`config.mk`:
```
export PLATFORM = sky130hd
export DESIGN_NAME = multi_cycle_control_unit
export DESIGN_NICKNAME = d
export VERILOG_FILES = /design/src/rtl/multi_cycle_control_unit.sv
export SDC_FILE = /design/constraint.sdc
export NUM_CORES = 1
export LEC_CHECK = 0
export BUFFER_PORTS_ARGS = -buffer_cell sky130_fd_sc_hd__buf_2
export CAP_MARGIN = 40
export CORE_UTILIZATION = 49
export DETAILED_ROUTE_END_ITERATION = 8
export GPL_TIMING_DRIVEN = 1
export PLACE_DENSITY = 0.78
export SLEW_MARGIN = 20
export SYNTH_ARGS = -nofsm -noshare
export SYNTH_HDL_FRONTEND = slang
export SYNTH_SLANG_ARGS = --single-unit
```
`constraint.sdc`:
```
create_clock -name CLK -period 2.4 [get_ports CLK]
set_clock_uncertainty 0.05 [all_clocks]
set_input_delay 0.48 -clock CLK [delete_from_list [all_inputs] [get_ports CLK]]
set_output_delay 0.48 -clock CLK [all_outputs]
set_load 0.1 [all_outputs]
```
`src/rtl/multi_cycle_control_unit.sv`:
```
// Multi-cycle MIPS-style control unit: IF/ID/EXE/MEM/WB FSM
// with memory timeout, sticky error flags and HALT state.
module multi_cycle_control_unit #(
    parameter int OPW         = 6,
    parameter int ALUOPW      = 3,
    parameter int MEM_TIMEOUT = 15
) (
    input  logic              CLK,
    input  logic              Reset,
    input  logic [OPW-1:0]    opcode,
    input  logic              zero,
    input  logic              mem_ready,
    output logic              PCWre,
    output logic              IRWre,
    output logic              ExtSel,
    output logic              RegOut,
    output logic              RegWre,
    output logic [ALUOPW-1:0] ALUOp,
    output logic              ALUSrcB,
    output logic              ALUM2Reg,
    output logic [1:0]        PCSrc,
    output logic              DataMemWr,
    output logic              DataMemRd,
    output logic [2:0]        state,
    output logic              halted,
    output logic              mem_err,
    output logic              illegal
);

    localparam int CW = $clog2(MEM_TIMEOUT + 1);
    localparam logic [CW-1:0] CNT_LAST = CW'(MEM_TIMEOUT - 1);

    typedef enum logic [2:0] {
        S_IF   = 3'b000,
        S_ID   = 3'b001,
        S_EXE  = 3'b010,
        S_MEM  = 3'b011,
        S_WB   = 3'b100,
        S_HALT = 3'b101
    } state_t;

    state_t        state_q, state_d;
    logic [CW-1:0] cnt_q, cnt_d;
    logic          mem_err_q, mem_err_d;
    logic          illegal_q, illegal_d;

    logic op_add, op_addi, op_sub, op_ori, op_and, op_or;
    logic op_move, op_sw, op_lw, op_beq, op_bne, op_j, op_halt;
    logic op_legal;

    assign op_add  = (opcode == OPW'(6'b000000));
    assign op_addi = (opcode == OPW'(6'b000001));
    assign op_sub  = (opcode == OPW'(6'b000010));
    assign op_ori  = (opcode == OPW'(6'b010000));
    assign op_and  = (opcode == OPW'(6'b010001));
    assign op_or   = (opcode == OPW'(6'b010010));
    assign op_move = (opcode == OPW'(6'b100000));
    assign op_sw   = (opcode == OPW'(6'b100110));
    assign op_lw   = (opcode == OPW'(6'b100111));
    assign op_beq  = (opcode == OPW'(6'b110000));
    assign op_bne  = (opcode == OPW'(6'b110001));
    assign op_j    = (opcode == OPW'(6'b111000));
    assign op_halt = (opcode == OPW'(6'b111111));

    assign op_legal = op_add | op_addi | op_sub | op_ori | op_and
                    | op_or | op_move | op_sw | op_lw | op_beq
                    | op_bne | op_j | op_halt;

    // State, wait counter and sticky flags
    always_ff @(posedge CLK) begin
        if (Reset) begin
            state_q   <= S_IF;
            cnt_q     <= '0;
            mem_err_q <= 1'b0;
            illegal_q <= 1'b0;
        end else begin
            state_q   <= state_d;
            cnt_q     <= cnt_d;
            mem_err_q <= mem_err_d;
            illegal_q <= illegal_d;
        end
    end

    // Next-state, counter and flag update
    always_comb begin
        state_d   = state_q;
        cnt_d     = cnt_q;
        mem_err_d = mem_err_q;
        illegal_d = illegal_q;
        unique case (state_q)
            S_IF: state_d = S_ID;
            S_ID: begin
                if (!op_legal) begin
                    illegal_d = 1'b1;
                    state_d   = S_IF;
                end else if (op_halt) begin
                    state_d = S_HALT;
                end else if (op_j) begin
                    state_d = S_IF;
                end else begin
                    state_d = S_EXE;
                end
            end
            S_EXE: begin
                if (op_beq | op_bne) begin
                    state_d = S_IF;
                end else if (op_sw | op_lw) begin
                    state_d = S_MEM;
                    cnt_d   = '0;
                end else begin
                    state_d = S_WB;
                end
            end
            S_MEM: begin
                if (mem_ready) begin
                    state_d = op_lw ? S_WB : S_IF;
                end else begin
                    cnt_d = cnt_q + CW'(1);
                    if (cnt_q == CNT_LAST) begin
                        state_d   = S_HALT;
                        mem_err_d = 1'b1;
                    end
                end
            end
            S_WB:   state_d = S_IF;
            S_HALT: state_d = S_HALT;
            default: state_d = S_IF;
        endcase
    end

    // Control outputs decoded from state and opcode
    always_comb begin
        PCWre     = 1'b0;
        IRWre     = 1'b0;
        RegWre    = 1'b0;
        ALUM2Reg  = 1'b0;
        PCSrc     = 2'b00;
        DataMemWr = 1'b0;
        DataMemRd = 1'b0;
        unique case (state_q)
            S_IF: IRWre = 1'b1;
            S_ID: begin
                if (op_j) begin
                    PCWre = 1'b1;
                    PCSrc = 2'b10;
                end else if (!op_legal) begin
                    PCWre = 1'b1;
                end
            end
            S_EXE: begin
                if (op_beq) begin
                    PCWre = 1'b1;
                    PCSrc = zero ? 2'b01 : 2'b00;
                end else if (op_bne) begin
                    PCWre = 1'b1;
                    PCSrc = zero ? 2'b00 : 2'b01;
                end
            end
            S_MEM: begin
                DataMemWr = op_sw;
                DataMemRd = op_lw;
                ALUM2Reg  = op_lw;
                PCWre     = op_sw & mem_ready;
            end
            S_WB: begin
                PCWre    = 1'b1;
                RegWre   = 1'b1;
                ALUM2Reg = op_lw;
            end
            default: ;
        endcase
        if (Reset) begin
            PCWre     = 1'b0;
            IRWre     = 1'b0;
            RegWre    = 1'b0;
            DataMemWr = 1'b0;
            DataMemRd = 1'b0;
        end
    end

    // Datapath selects held for the whole instruction
    always_comb begin
        ExtSel  = ~(op_ori | op_and | op_or);
        ALUSrcB = op_addi | op_ori | op_lw | op_sw;
        RegOut  = op_add | op_sub | op_and | op_or | op_move;
        unique case (1'b1)
            op_sub | op_beq | op_bne: ALUOp = ALUOPW'(3'b001);
            op_ori | op_or:           ALUOp = ALUOPW'(3'b011);
            op_and:                   ALUOp = ALUOPW'(3'b100);
            default:                  ALUOp = ALUOPW'(3'b000);
        endcase
    end

    assign state   = state_q;
    assign halted  = (state_q == S_HALT);
    assign mem_err = mem_err_q;
    assign illegal = illegal_q;

endmodule

```
==> reports/metrics.yaml, run 1 <==
worstSetupStartpoint: "state[0]"
die_h_um: 44.6
antenna_found_initial: 0
num_vias: 1192
yosysWarnings: 0
drc: 0
grt_pass1_wl_mm: 4.57
wire_per_inst_um: 16.3
fmax_ghz: 0.419
drtIter0Drc: 54
ir_drop_mv: 0.387
n_antenna_cell: 0
worstReg2RegStart: "state[0]"
crit_required_ns: 1.87
gp_congestion: 0.894
avgSynthCellArea_sq_um: 7.13
layout_common_cells: "buf_4, buf_2, nor2_1, buf_12, a21oi_1"
power_density_nw_per_um2: 332
mostFrequentLayoutCell: "buf_4"
grt-ovfl-total: 0
setup_viol: 0
clkTransAtPathRegs_ns: 0.06
min_path_type: "flop to flop"
clk_root_buffer_cell: "clkbuf_4"
num_rows: 15
syn_to_final_growth_pct: 80.3
report.final.slew_viol_count: 0
nNetsFinal: 186
reg2reg_slack_ns: 0.82
period_share_pct: 99.5
fp.coreArea_sq_um: 1710
viasPerCell: 6.02
yosysUniqueCellTypes: 42
setup_slack_ns: 0.0110
clockBufferDepth: 2
worstSetupPathType: "flop to output port"
endpoint_kind: "output port"
finalHoldViolCount: 0
grt_usage_pct: 30.4
worst_slew_pin_slew_ns: 0.487
fin_crit_ns: 2.39
syn-num-nets: 137
fin_util_pct: 94.1
start_kind: "flop"
synth_seq_cells: 9
grt_max_degree: 16
cts_inserted_buffers: 3
r2r-end: "cnt_q[3]"
drtPass1Iterations: 4
cts_tree: "built"
ant_nets: 0
slew-limit-headroom_pct: 67.8
dieArea_sq_um: 1990
clkLatencyLatePin_ns: 0.26
leakage_nw: 0.624
h-tree-depth: 1
ff2ff_path_depth: 6
place.port_buffers: 29
arrival_ns: 1.86
ys_seq_area_share_pct: 20.2
netlist_instances: 125
critPathMaxFanout: 9
die_x_um: 44.6
endpoint: "PCWre"
start_util_pct: 52.2
hpwlAfterDp_mm: 2.15
synth_area_sq_um: 891
maxCapViolations: 0
num_io_pins: 30
place_ws_ns: -0.0622
grt_pass1_vias: 994
wl_mm: 3.22
drive_above_1_share_pct: 52.0
clock-sinks: 9
status: "finished, final reports clean"
## kinds of logic after synthesis
group	share of synthesized area, %
AOI/OAI and AO/OA	28.7
xor gates and xnor gates	1.97
adders and majority gates	2.81
buffers and inverters	9.83
DFF	20.2
muxes	1.26
and+or+nand+nor	35.3
## critical path, cell delays in order, from the launching register on
cell	delay [ns]
dfxtp_2	0.43
nand2b_1	0.15
nor2_1	0.25
nand3_2	0.18
a311oi_4	0.36
buf_12	0.21
## metrics by stage
step	TNS, ns	std cells	area, sq um	hold WS [ns]	total power, W
2_1_floorplan	-2.38	125	1100	0.478	0.000332
3_3_place_gp	0	188	1500	0.387	0.000391
3_5_place_dp	-0.0622	188	1500	0.403	0.000399
4_1_cts	0	194	1560	0.420	0.000522
5_1_grt	-0.0632	198	1610	0.426	0.000556
6_report	0	198	1610	0.412	0.000533
## sequential cells by signal, indices dropped and copies added (netlist names)
name	count
cnt_q	4
state	3
illegal	1
mem_err	1
## Yosys cell counts (all sizes together)
cell,n,area (sq um)
a31oi,3,18.8
o31ai,3,22.5
o21bai,1,7.51
dfxtp,9,180
a21o,2,15.0
xnor2,1,8.76
or4,1,11.3
a21oi,10,53.8
nand2b,6,37.5
xor2,1,8.76
nand4b,2,17.5
a22oi,2,15.0
nand3,3,15.0
buf,7,53.8
and2b,1,7.51
nor3,7,35.0
mux2,1,11.3
nand4,1,6.26
a41oi,2,17.5
o22ai,1,6.26
o21a,1,7.51
or2b,1,7.51
nor2b,2,12.5
a2bb2oi,1,8.76
ha,2,25.0
nor2,17,66.3
clkbuf,4,15.0
or3,1,6.26
a311oi,1,15.0
a211oi,5,47.5
nand2,7,26.3
inv,5,18.8
and4,1,8.76
nor4,6,37.5
or2,3,18.8
o21ai,4,20.0
## power breakdown
part / leakage (nW) / internal (W) / switching [W]
combinational: 0.531 / 0.0000827 / 0.000171
clock: 0.0177 / 0.0000616 / 0.0000550
sequential: 0.0749 / 0.000153 / 0.00000954
## layout make-up
class	instances	area, sq um
multi-input combinational	100	822
timing repair buffer	55	518
sequential	9	189
fill	53	101
tap	25	31.3
clock buffer	3	22.5
inverter	5	18.8
clock inverter	1	5.00
## timing repair
item	in CTS	in global routing
endpoints found under the setup margin	1	1
pin swaps	6	3
hold buffers	0	0
buffers inserted	2	4
resized for setup	6	5
## worst min path at each step
stage | from | to | slack, ns | cells after the start
floorplan | cnt_q[1] | cnt_q[1] | 0.48 | 2
global placement | illegal | illegal | 0.39 | 2
detailed placement | illegal | illegal | 0.40 | 2
CTS | illegal | illegal | 0.42 | 2
global route | illegal | illegal | 0.43 | 2
finish | illegal | illegal | 0.41 | 2
## routing by layer
layer / GRT usage (%) / wire (um) / up-vias
li1: - / - / 553
met1: 40.0 / 1280 / 544
met2: 50.3 / 1580 / 89
met3: 8.57 / 305 / 6
met4: 4.85 / 58 / 0
met5: 0 / 0 / -
No activity file was read; power rests on OpenSTA's default activity.
==> inputs of run 2 (changes only) <==
--- a/config.mk
+++ b/config.mk
@@ -8,6 +8,7 @@
 export BUFFER_PORTS_ARGS = -buffer_cell sky130_fd_sc_hd__buf_2
 export CAP_MARGIN = 40
 export CORE_UTILIZATION = 49
+export CTS_BUF_LIST = sky130_fd_sc_hd__clkbuf_16
 export DETAILED_ROUTE_END_ITERATION = 8
 export GPL_TIMING_DRIVEN = 1
 export PLACE_DENSITY = 0.78
==> constraint.sdc (replaced) <==
create_clock -name CLK -period 2.25 [get_ports CLK]
set_clock_uncertainty 0.05 [all_clocks]
set_input_delay 0.45 -clock CLK [delete_from_list [all_inputs] [get_ports CLK]]
set_output_delay 0.45 -clock CLK [all_outputs]
set_load 0.1 [all_outputs]
==> run 2 against run 1 <==
The run now fails in global routing (5_1_grt). Synthesized cell count did not move. Synthesized area did not move.
==> reports/metrics.yaml, run 2 <==
avgSynthCellArea_sq_um: 7.13  # unchanged
yosysUniqueCellTypes: 42  # unchanged
die_h_um: 44.6  # unchanged
clock-sinks: 9  # unchanged
ys_seq_area_share_pct: 20.2  # unchanged
ys_top_cells_by_area: "dfxtp_1, nor2_1, a21oi_1"  # unchanged
num_io_pins: 30  # unchanged
synth-main-ff-cell: "dfxtp_1"  # unchanged
synth_seq_cells: 9  # unchanged
yosysWarnings: 0  # unchanged
synth.most_common_cell: "nor2_1"  # unchanged
place.port_buffers: 29  # unchanged
synth_area_sq_um: 891  # unchanged
hpwlAfterDp_mm: 2.17  # was 2.15 mm
holdBufCountCts: 0  # unchanged
grt_max_degree: 18
place_area_sq_um: 1520  # was 1500 sq um
syn-num-nets: 137  # unchanged
h-tree-depth: 1  # unchanged
num_rows: 15  # unchanged
tool.error: "[ERROR DPL-0038] Utilization greater than 100%, impossible to legalize"
synth_common_cells: "nor2_1, a21oi_1, dfxtp_1, nand2_1, nor3_1"  # unchanged
crit_endpoint: "DataMemRd"
clk_root_buffer_cell: "clkbuf_16"  # was clkbuf_4
gp_congestion: 0.942  # was 0.894
status: "stopped before the end"  # was finished, final reports clean
haltStage: "global routing (5_1_grt)"
synth_area_leader_cell: "dfxtp_1"  # unchanged
die_x_um: 44.6  # unchanged
synth_edf_count: 0  # unchanged
synth_top_area_share_pct: 20.2  # unchanged
netlist_instances: 125  # unchanged
worst-ep-kind: "output port"
cts_inserted_buffers: 3  # unchanged
async_reset_ff_share_pct: 0  # unchanged
start_util_pct: 52.2  # unchanged
clockBufferDepth: 2  # unchanged
placed_cells: 190  # was 188
==> run 2: cell counts after synthesis <==
No cell type changed its count.
==> run 2: what timing repair did <==
| action | 4_1_cts |
|---|---|
| setup endpoints to repair | 3 |
| buffers inserted | 7 |
| gates resized for setup | 8 |
| pin swaps | 5 |
==> run 2: per-stage QoR <==
| stage | TNS, ns | setup WS (ns) |
|---|---|---|
| 3_5_place_dp | -0.174 | -0.140 |
| 2_1_floorplan | -3.10 | -0.573 |
| 4_1_cts | -0.0879 | -0.0879 |
| 3_3_place_gp | -0.0760 | -0.0760 |
==> run 2: logic make-up after synthesis <==
logic type               share of synthesized area [%]
multiplexers                                      1.26
adder cells (fa/ha/maj)                           2.81
AND/OR/NAND/NOR                                   35.3
AO/OA/AOI/OAI                                     28.7
buffers and inverters                             9.83
XOR/XNOR                                          1.97
flip-flops                                        20.2
==> inputs of run 3 (changes only) <==
--- a/config.mk
+++ b/config.mk
@@ -7,11 +7,11 @@
 export LEC_CHECK = 0
 export BUFFER_PORTS_ARGS = -buffer_cell sky130_fd_sc_hd__buf_2
 export CAP_MARGIN = 40
-export CORE_UTILIZATION = 49
-export CTS_BUF_LIST = sky130_fd_sc_hd__clkbuf_16
+export CORE_AREA = 2 2 63 65
 export DETAILED_ROUTE_END_ITERATION = 8
+export DIE_AREA = 0 0 65 67
 export GPL_TIMING_DRIVEN = 1
-export PLACE_DENSITY = 0.78
+export PLACE_DENSITY_LB_ADDON = 0.15
 export SLEW_MARGIN = 20
 export SYNTH_ARGS = -nofsm -noshare
 export SYNTH_HDL_FRONTEND = slang
==> run 3 against run 2 <==
The flow now finishes, with violations (negative setup slack).
==> reports/metrics.yaml, run 3 (synthesis results as in run 1) <==
num_rows: 22  # was 15
clk_root_buffer_cell: "clkbuf_8"  # was clkbuf_16
largest_reg_flops: 4
top_register: "cnt_q"
status: "finished, violations left"  # was stopped before the end
num_vias: 1130
violations: "negative setup slack"
leakage_nw: 0.663
holdBufCountCts: 0  # unchanged
setup_viol: 1
cts_inserted_buffers: 3  # unchanged
ant_nets: 0
ir_drop_mv: 0.137
slew-limit-headroom_pct: 67.4
mostFrequentLayoutCell: "buf_4"
cts_tree: "built"
finalPower_w: 0.000647
finalHoldViolCount: 0
drtPass1Iterations: 4
dieArea_sq_um: 4360
clock-sinks: 9  # unchanged
die_x_um: 65  # was 44.6 um
die_h_um: 67  # was 44.6 um
grt-ovfl-total: 0
hpwlAfterDp_mm: 2.20  # was 2.17 mm
drc: 0
power_frac_seq_pct: 27.2
drtIter0Drc: 73
power_frac_comb_pct: 43.2
power_switching_w: 0.000258
place_area_sq_um: 1560  # was 1520 sq um
fin_area_sq_um: 1770
clockBufferDepth: 2  # unchanged
fin_util_pct: 49.1
grt_max_degree: 16
fin_crit_ns: 2.27
p_int_w: 0.000389
grt_pass1_wl_mm: 5.19
power_density_nw_per_um2: 365
fmax_ghz: 0.441
min_path_type: "flop to flop"
grt_pass1_vias: 1143
switching_share_pct: 39.9
nNetsFinal: 193
num_io_pins: 30  # unchanged
h-tree-depth: 1  # unchanged
layout_common_cells: "buf_4, buf_2, nor2_1, buf_12, a21oi_1"
antenna_found_initial: 0
drive_above_1_share_pct: 56.7
rsz0062_at_grt: "yes"
wire_per_inst_um: 13.0
setup_slack_ns: -0.0187
fp.coreArea_sq_um: 3610
report.final.slew_viol_count: 0
reg2reg_slack_ns: 0.75
viasPerCell: 4.96
start_kind: "flop"
wl_mm: 2.97
endpoint_kind: "output port"
clkTransAtPathRegs_ns: 0.04
syn_to_final_growth_pct: 98.6
arrival_ns: 1.77
clkLatencyLatePin_ns: 0.24
clockPowerShare_pct: 29.6
worstSetupPathType: "flop to output port"
period_share_pct: 101
maxCapViolations: 0
worst_slew_pin_slew_ns: 0.492
critPathMaxFanout: 11
gp_congestion: 0.815  # was 0.942
tns_ns: -0.0187
start_util_pct: 24.7  # was 52.2%
n_antenna_cell: 0
grt_usage_pct: 15.0
crit_required_ns: 1.75
place.port_buffers: 29  # unchanged
-- run 3: routing by layer --
| layer | part of all wire [%] | GRT usage [%] | vias up |
|---|---|---|---|
| li1 | - | - | 567 |
| met1 | 45 | 19.4 | 527 |
| met2 | 49 | 25.6 | 36 |
| met3 | 6.1 | 3.55 | 0 |
| met4 | 0 | 2.66 | 0 |
| met5 | 0 | 0 | - |
-- run 3: worst max-delay path, stage by stage (launching register included) --
cell      delay, ns
dfxtp_4        0.39
nand2b_1       0.22
nor2_1         0.20
nand3_2        0.15
a311oi_4       0.35
buf_12         0.21
-- run 3: power by group through the flow --
stage	combinational, W	sequential (W)	clock [W]
floorplan	0.000148	0.000207	0
global placement	0.000250	0.000179	0
detailed placement	0.000251	0.000179	0
CTS	0.000269	0.000176	0.000196
global route	0.000297	0.000178	0.000204
finish	0.000279	0.000176	0.000191
-- run 3: metrics by stage --
| stage | setup slack [ns] | cells | hold WS [ns] |
|---|---|---|---|
| after floorplan | -0.573 | 125 | 0.478 |
| after global placement | -0.0977 | 215 | 0.398 |
| after detailed placement | -0.113 | 215 | 0.390 |
| after CTS | -0.0569 | 228 | 0.399 |
| after global routing | -0.105 | 228 | 0.444 |
| final | -0.0187 | 228 | 0.401 |
-- run 3: final timing paths --
check                   to  cells past startpoint  startpoint
hold reg to reg    illegal                      2     illegal
setup reg to reg  cnt_q[3]                      5    state[2]
setup / recovery     PCWre                      5    state[1]
hold / removal     illegal                      2     illegal
-- run 3: layout make-up --
class                      count  area (sq um)
clock buffer                   4          45.0
sequential                     9           191
inverter                       5          18.8
multi-input combinational    100           857
fill                         345          1840
tap                           48          60.1
timing repair buffer          62           597
-- run 3: timing repair --
action / CTS / global route
resized for setup: 10 / 13
setup endpoints to repair: 3 / 7
setup buffers: 9 / 0
pin swaps: 6 / 7
==> inputs of run 4 (changes only) <==
--- a/config.mk
+++ b/config.mk
@@ -12,6 +12,7 @@
 export DIE_AREA = 0 0 65 67
 export GPL_TIMING_DRIVEN = 1
 export PLACE_DENSITY_LB_ADDON = 0.15
+export RECOVER_POWER = 50
 export SLEW_MARGIN = 20
 export SYNTH_ARGS = -nofsm -noshare
 export SYNTH_HDL_FRONTEND = slang
==> run 4 against run 3 <==
The run still ends with negative setup slack left. Combinational power about the same. Non-clock buffer count unchanged. Routed wire length up 0.34%. Via count is 0.53% higher. Die area is the same. Final cell count stayed put. Global-route usage did not move. Register-to-register slack barely moved. Sequential power is essentially flat. Count of clock-buffer cells in the layout is the same. Sequential share of layout area about the same. Utilization is 0.069 points lower. Largest cell class unchanged.
==> reports/metrics.yaml, run 4 (synthesis results as in run 1) <==
syn_to_final_growth_pct: 98.3  # was 98.6%
period_share_pct: 101  # about the same
largest_reg_flops: 4  # unchanged
slew-limit-headroom_pct: 21.8  # was 67.4%
num_vias: 1136  # was 1,130
hold_start: "illegal"  # unchanged
layout_common_cells: "buf_4, nor2_1, buf_2, buf_12, a21oi_1"  # was buf_4, buf_2, nor2_1, buf_12, a21oi_1
ant_nets: 0  # unchanged
report.final.slew_viol_count: 0  # unchanged
power_density_nw_per_um2: 366  # was 365 nW/um^2
fin_area_sq_um: 1770  # about the same
fin_cells: 228  # unchanged
fin_crit_ns: 2.27  # about the same
antenna_found_initial: 0  # unchanged
dieArea_sq_um: 4360  # unchanged
n_antenna_cell: 0  # unchanged
start_kind: "flop"  # unchanged
place_area_sq_um: 1560  # unchanged
arrival_ns: 1.77  # about the same
grt_max_degree: 16  # unchanged
grt_usage_pct: 15.0  # unchanged
mostFrequentLayoutCell: "buf_4"  # unchanged
ir_drop_mv: 0.137  # about the same
h-tree-depth: 1  # unchanged
clock-sinks: 9  # unchanged
violations: "negative setup slack"  # unchanged
drc: 0  # unchanged
start_util_pct: 24.7  # unchanged
die_x_um: 65  # unchanged
cts_inserted_buffers: 3  # unchanged
nNetsFinal: 193  # unchanged
min_path_type: "flop to flop"  # unchanged
setup_slack_ns: -0.0200  # was -0.0187 ns
clk_root_buffer_cell: "clkbuf_8"  # unchanged
drtIter0Drc: 72  # was 73
worstReg2RegStart: "state[2]"  # unchanged
drive_above_1_share_pct: 55.6  # was 56.7%
gp_congestion: 0.815  # unchanged
worst_slew_pin_slew_ns: 1.18  # was 0.492 ns
fmax_ghz: 0.441  # about the same
cts_tree: "built"  # unchanged
clkTransAtPathRegs_ns: 0.04  # about the same
place.port_buffers: 29  # unchanged
grt_pass1_vias: 1143  # unchanged
crit_required_ns: 1.75  # about the same
worstSetupPathType: "flop to output port"  # unchanged
grt_pass1_wl_mm: 5.19  # unchanged
top_register: "cnt_q"  # unchanged
critPathMaxFanout: 11  # unchanged
endpoint_kind: "output port"  # unchanged
place_ws_ns: -0.113  # unchanged
die_h_um: 67  # unchanged
drtPass1Iterations: 4  # unchanged
status: "finished, violations left"  # unchanged
wire_per_inst_um: 13.1  # was 13.0 um
placed_cells: 215  # unchanged
maxCapViolations: 0  # unchanged
finalPower_w: 0.000647  # about the same
rsz0062_at_grt: "yes"  # unchanged
num_io_pins: 30  # unchanged
finalHoldViolCount: 0  # unchanged
wl_mm: 2.98  # was 2.97 mm
clkLatencyLatePin_ns: 0.24  # about the same
num_rows: 22  # unchanged
setup_viol: 1  # unchanged
fin_util_pct: 49.0  # was 49.1%
holdBufCountCts: 0  # unchanged
worstSetupStartpoint: "state[1]"  # unchanged
clockBufferDepth: 2  # unchanged
leakage_nw: 0.655  # was 0.663 nW
viasPerCell: 4.98  # was 4.96
hpwlAfterDp_mm: 2.20  # unchanged
fp.coreArea_sq_um: 3610  # unchanged
grt-ovfl-total: 0  # unchanged
run 4: area by class of cell:
class / count / area (sq um)
well taps: 48 / 60.1
flip-flops and latches: 9 / 191
multi-input cells: 100 / 857
clock buffers: 4 / 45.0
repair buffers: 62 / 594
inverters: 5 / 18.8
fillers: 346 / 1840
run 4: layer usage:
| metal | global-route usage, % | wire length [um] | up-vias |
|---|---|---|---|
| li1 | - | - | 567 |
| met1 | 19.4 | 1330 | 530 |
| met2 | 25.6 | 1440 | 39 |
| met3 | 3.55 | 201 | 0 |
| met4 | 2.66 | 0 | 0 |
| met5 | 0 | 0 | - |
run 4: metrics by stage:
stage | hold slack (ns) | setup TNS [ns]
after floorplan | 0.478 | -3.10
final | 0.400 | -0.0200
after CTS | 0.399 | -0.0582
after detailed placement | 0.390 | -0.136
after global routing | 0.445 | -0.119
after global placement | 0.398 | -0.108
run 4: path summary, 6_finish.rpt:
| path | cells after the start | slack [ns] | endpoint |
|---|---|---|---|
| max | 5 | -0.02 | PCWre |
| min | 2 | 0.40 | illegal |
| max reg2reg | 5 | 0.75 | cnt_q[3] |
| min reg2reg | 2 | 0.40 | illegal |
run 4: repair_timing:
action                                  CTS  global route
hold endpoints to repair                  0             0
cloned                                    0             0
gates resized for setup                  10            13
endpoints found under the setup margin    3             7
buffers inserted                          9             0
pin swaps                                 6             7
run 4: worst max-delay path: stages, from the launching register on:
cell	delay, ns
dfxtp_4	0.39
nand2b_1	0.22
nor2_1	0.20
nand3_2	0.15
a311oi_4	0.35
buf_12	0.21
run 4: power by group:
part           internal [W]  switching, W
registers          0.000164     0.0000121
clock network      0.000124     0.0000685
logic              0.000101      0.000178
total              0.000388      0.000259
